<file path="src/rtl/dmem_arbiter.sv">
// Two-port round-robin arbiter for the data memory: grants one access at a time,
// rejects misaligned/out-of-range commands, and sequences MemRead/MemWrite strobes.
module dmem_arbiter #(
  parameter int unsigned DM_ADDR = 16
) (
  input  logic        clk,
  input  logic        rst_n,
  input  logic        req0,
  input  logic        req1,
  input  logic        we0,
  input  logic        we1,
  input  logic [1:0]  size0,
  input  logic [1:0]  size1,
  input  logic        uns0,
  input  logic        uns1,
  input  logic [31:0] addr0,
  input  logic [31:0] addr1,
  input  logic [31:0] wdata0,
  input  logic [31:0] wdata1,
  output logic        gnt0,
  output logic        gnt1,
  output logic        done0,
  output logic        done1,
  output logic [31:0] rdata,
  output logic        err,
  output logic [2:0]  mem_read,
  output logic [1:0]  mem_write,
  output logic [31:0] mem_addr,
  output logic [31:0] mem_wdata,
  input  logic [31:0] mem_rdata
);

  localparam logic [2:0] MemReadLb  = 3'd1;
  localparam logic [2:0] MemReadLh  = 3'd2;
  localparam logic [2:0] MemReadLw  = 3'd3;
  localparam logic [2:0] MemReadLbu = 3'd4;
  localparam logic [2:0] MemReadLhu = 3'd5;
  localparam logic [1:0] MemWriteSb = 2'd1;
  localparam logic [1:0] MemWriteSh = 2'd2;
  localparam logic [1:0] MemWriteSw = 2'd3;

  // StReject stands in for ACCESS on illegal commands: gnt pulses, no strobes.
  typedef enum logic [1:0] {StIdle, StAccess, StReject, StResp} state_e;

  state_e      state_q, state_d;
  logic        win_q, last_q, we_q, uns_q;
  logic [1:0]  size_q;
  logic [31:0] addr_q, wdata_q, rdata_q;

  logic        any_req, win_d, we_w, uns_w;
  logic [1:0]  size_w;
  logic [31:0] addr_w, wdata_w;

  function automatic logic illegal(input logic [1:0] size, input logic [31:0] addr);
    return (size == 2'b11) ||
           (size == 2'b01 && addr[0]) ||
           (size == 2'b10 && addr[1:0] != 2'b00) ||
           ((addr >> DM_ADDR) != 32'd0);
  endfunction

  // Last-granted port loses a tie; last_q resets to 1 so port 0 wins first.
  assign any_req = req0 | req1;
  assign win_d   = (req0 & req1) ? ~last_q : req1;
  assign we_w    = win_d ? we1    : we0;
  assign uns_w   = win_d ? uns1   : uns0;
  assign size_w  = win_d ? size1  : size0;
  assign addr_w  = win_d ? addr1  : addr0;
  assign wdata_w = win_d ? wdata1 : wdata0;

  always_ff @(posedge clk or negedge rst_n) begin
    if (!rst_n) begin
      state_q <= StIdle;
    end else begin
      state_q <= state_d;
    end
  end

  always_comb begin
    state_d = state_q;
    unique case (state_q)
      StIdle:   if (any_req) state_d = illegal(size_w, addr_w) ? StReject : StAccess;
      StAccess: state_d = StResp;
      StReject: state_d = StResp;
      StResp:   state_d = StIdle;
      default:  state_d = StIdle;
    endcase
  end

  always_ff @(posedge clk or negedge rst_n) begin
    if (!rst_n) begin
      win_q   <= 1'b0;
      last_q  <= 1'b1;
      we_q    <= 1'b0;
      uns_q   <= 1'b0;
      size_q  <= 2'b00;
      addr_q  <= 32'd0;
      wdata_q <= 32'd0;
      rdata_q <= 32'd0;
    end else begin
      if (state_q == StIdle && any_req) begin
        win_q   <= win_d;
        we_q    <= we_w;
        uns_q   <= uns_w;
        size_q  <= size_w;
        addr_q  <= addr_w;
        wdata_q <= wdata_w;
      end
      if (state_q == StAccess && !we_q) rdata_q <= mem_rdata;
      if (state_q == StReject) rdata_q <= 32'd0;
      if (state_q == StResp) last_q <= win_q;
    end
  end

  always_comb begin
    gnt0      = 1'b0;
    gnt1      = 1'b0;
    done0     = 1'b0;
    done1     = 1'b0;
    err       = 1'b0;
    mem_read  = 3'b000;
    mem_write = 2'b00;
    mem_addr  = 32'd0;
    mem_wdata = 32'd0;
    unique case (state_q)
      StAccess: begin
        gnt0      = ~win_q;
        gnt1      = win_q;
        mem_addr  = addr_q;
        mem_wdata = wdata_q;
        if (we_q) begin
          case (size_q)
            2'b00:   mem_write = MemWriteSb;
            2'b01:   mem_write = MemWriteSh;
            2'b10:   mem_write = MemWriteSw;
            default: mem_write = 2'b00;
          endcase
        end else begin
          case (size_q)
            2'b00:   mem_read = uns_q ? MemReadLbu : MemReadLb;
            2'b01:   mem_read = uns_q ? MemReadLhu : MemReadLh;
            2'b10:   mem_read = MemReadLw;
            default: mem_read = 3'b000;
          endcase
        end
      end
      StReject: begin
        gnt0 = ~win_q;
        gnt1 = win_q;
      end
      StResp: begin
        done0 = ~win_q;
        done1 = win_q;
        err   = illegal(size_q, addr_q);
      end
      default: ;
    endcase
  end

  assign rdata = rdata_q;

endmodule

</file>
<file path="config.mk">
export PLATFORM = sky130hd
export DESIGN_NAME = dmem_arbiter
export DESIGN_NICKNAME = d
export VERILOG_FILES = /design/src/rtl/dmem_arbiter.sv
export SDC_FILE = /design/constraint.sdc
export NUM_CORES = 1
export LEC_CHECK = 0
export BUFFER_PORTS_ARGS = -buffer_cell sky130_fd_sc_hd__buf_2
export CAP_MARGIN = 20
export CORE_MARGIN = 4
export CORE_UTILIZATION = 42
export CTS_BUF_LIST = sky130_fd_sc_hd__clkbuf_8
export DETAILED_ROUTE_END_ITERATION = 8
export PLACE_DENSITY = 0.78
export SLEW_MARGIN = 10
export SYNTH_ARGS = -nofsm -noshare
export SYNTH_HDL_FRONTEND = slang
export SYNTH_SLANG_ARGS = --single-unit
</file>
<file path="constraint.sdc">
create_clock -name clk -period 1.9 [get_ports clk]
set_clock_uncertainty 0.15 [all_clocks]
set_input_delay 0.19 -clock clk [delete_from_list [all_inputs] [get_ports clk]]
set_output_delay 0.19 -clock clk [all_outputs]
set_load 0.005 [all_outputs]
</file>
==> impl_metrics.py <==
metrics = {
    "placement": {
        "port_buffers": 277,
        "dp_hpwl_um": 11510,
        "place_congestion": 0.8689,
        "placed_area_sq_um": 6973,
        "post-place-ws_ns": 0.04746,
    },
    "final_layout": {
        "nets": 1194,
        "syn_to_final_growth_pct": 82.63,
        "fillerInstances": 696,
        "finish.instance_area_sq_um": 9737,
        "drive_gt1_share_pct": 41.06,
    },
    "setup_path": {
        "critPathMaxFanout": 5,
        "critPathCaptureType": "primary output",
        "cp_slowest_cell": "dfrtp_2",
        "worstSetupPathType": "reg -> out",
        "critPathArrivalTime_ns": 1.75,
        "startpoint_type": "flip-flop",
        "crit_required_ns": 1.56,
        "path_buf_inv": 2,
        "crit_chain": "inv_4 -> ha_2 -> nor2b_4 -> a211oi_2 -> nor3_1 -> buf_2",
        "slowest_delay_ns": 0.50,
        "critPathTopFamily": "flip-flops",
    },
    "die": {
        "die_h_um": 120.7,
        "die-area_sq_um": 14560,
        "fp.dieW_um": 120.7,
        "core_area_sq_um": 12210,
        "fp-row-count": 40,
        "io_pins": 278,
        "initial_utilization_pct": 43.66,
    },
    "power_and_ir_drop": {
        "vdd_drop_max_uv": 574.7,
        "leakage_uw": 0.004923,
        "p_per_area_nw_per_um2": 1230,
    },
    "synthesis": {
        "ys.flop_type": "dfrtp_1",
        "syn-num-nets": 753,
        "yosysWarnings": 0,
        "synthCells": 572,
        "ys_types": 35,
        "synth-seq-area-share_pct": 48.84,
        "synth_area_sq_um": 5331,
        "synth-async-reset-ratio_pct": 100.0,
        "avgSynthCellArea_sq_um": 9.321,
        "ys_ff_latch": 104,
        "synth-edff-count": 0,
    },
    "run_status": {
        "status": "complete, but fails checks",
        "violations": "hold timing, setup timing",
    },
    "clock_network": {
        "htreeDepth": 3,
        "clockBufferDepth": 2,
        "cts_tree": "built",
        "cts_sinks": 104,
        "cts_buffers": 9,
        "root_buffer": "clkbuf_8",
        "clkLatencyLatePin_ns": 0.40,
        "cts.clk_slew.worst_paths_ns": 0.10,
    },
    "timing": {
        "max_slew_margin_pct": 59.52,
        "worst_pin_slew_ns": 0.6009,
        "finalHoldViolations": 1,
        "period_minus_slack_ns": 2.091,
        "finalSetupViolations": 63,
        "slew_viol_final": 0,
        "max_freq_mhz": 478.2,
        "rsz0062_at_grt": "true",
        "min_period_over_period_pct": 110.1,
        "fin_hold_ws_ns": -0.008627,
        "finalWorstSetupSlack_ns": -0.1912,
        "tns_ns": -4.373,
    },
    "worst_hold_path": {
        "min_path_type": "in -> reg",
    },
    "routing": {
        "drt-total-wl_um": 24840,
        "wl_per_cell_um": 20.84,
        "num_vias": 6476,
        "drt-pass1-iter-count": 5,
        "initialDrtViolationCount": 556,
        "vias_per_cell": 5.433,
        "drc": 0,
        "ant_nets": 0,
    },
    "grt": {
        "grt_pass1_vias": 6720,
        "grt_antenna_before_repair": 4,
        "gr-usage-all-layers_pct": 29.77,
        "grt_max_degree": 105,
        "grt_pass1_wl_um": 34230,
        "overflow": 0,
    },
    "job": {
        "cap_viol_max_count": 0,
    },
}
==> layout by cell type, fill, tap and decap left out, types with 5 or more instances in the layout <==
cell type,synthesis,layout
buf_2,7,222
dlygate4sd3_1,0,156
nand2_1,132,132
dfrtp_1,103,101
o21ai_0,71,70
mux2i_1,68,68
buf_6,1,53
and2_4,0,52
a21oi_1,33,33
buf_4,2,20
and2_1,66,14
clkbuf_8,0,11
buf_12,0,7
diode_2,0,6
nor4_2,0,6
ha_4,0,5
clkbuf_16,0,5
==> sequential cells by signal (all words and copies together), names as in the netlist <==
register and cells:
addr_q 32, win_q 1, wdata_q 32, size_q 2
last_q 1, we_q 1, rdata 32, uns_q 1
state_q 2
==> worst min-delay path: stages <==
cell,delay (ns)
buf_2,0.07
mux2i_1,0.05
o21ai_0,0.17
==> cell type report <==
cell class	instances	area (sq um)	area share (%)
antenna	6	15.01	0.1542
clock buffer	11	151.4	1.555
clock inverter	5	38.79	0.3984
inverter	4	20.02	0.2056
multi-input combinational	423	2858	29.35
sequential	104	2606	26.77
tap	168	210.2	2.159
timing repair buffer	471	3837	39.41
==> per-stage QoR <==
stage / std cells / util, % / power, uW
after CTS: 1181 / 74.02 / 10360
final: 1192 / 79.73 / 11970
after global routing: 1190 / 79.69 / 12660
after detailed placement: 994 / 57.10 / 8112
after floorplan: 572 / - / 6294
after global placement: 994 / 57.10 / 7965
==> cell usage after synthesis (3+ instances only) <==
cell      count  share of area, %
buf_2         7              0.66
nor2b_1       5              0.59
dfrtp_1     103                48
o21ai_0      71               6.7
inv_1         4              0.28
nand2_1     132               9.3
nor3_1        5              0.47
clkbuf_1     29               2.0
nor4_1        9               1.1
mux2i_1      68                13
a21oi_1      33               3.1
nand4_1       3              0.35
and2_1       66               7.7
ha_1          9               2.1
==> report_power, final <==
| part | switching (uW) | internal, uW | leakage (uW) |
|---|---|---|---|
| logic | 3130 | 3300 | 0.00351 |
| registers | 822 | 3290 | 0.00132 |
| clock network | 869 | 559 | 0.0000964 |
==> kinds of logic after synthesis <==
logic type | Yosys count | synth area share (%)
buffers and inverters | 45 | 3.614
flip-flops | 104 | 48.84
AND/OR/NAND/NOR | 226 | 20.14
multiplexers | 71 | 13.47
adder cells (fa/ha/maj) | 9 | 2.112
AO/OA/AOI/OAI | 117 | 11.83
==> repair_timing <==
item                       in CTS  in global routing
hold buffers                  158                  0
hold endpoints to repair      198                  0
gates cloned                    4                  5
gates resized for setup        29                129
buffers inserted                9                  4
setup endpoints to repair      69                 75
pin swaps                       1                  6
==> layer usage <==
layer,GRT usage [%],routed length [um],vias up
met5,0,0,-
met4,20.96,1919,0
met3,6.548,2104,157
met2,51.41,12230,458
met1,32.24,8595,3037
li1,-,-,2824
==> path summary, 6_finish.rpt <==
path                            slack (ns)  depth (start not counted)           to         from
max in group asynchronous             0.89                          3    addr_q[0]        rst_n
worst max register to register       -0.15                          5   addr_q[16]       last_q
min in group asynchronous             0.22                          3   addr_q[18]        rst_n
worst min register to register        0.34                          2  wdata_q[30]  wdata_q[30]
worst min-delay path                -0.009                          3  wdata_q[19]   wdata1[19]
worst max-delay path                 -0.19                          6  mem_read[0]    size_q[0]
Note: power is estimated with default switching activity, not from simulation.
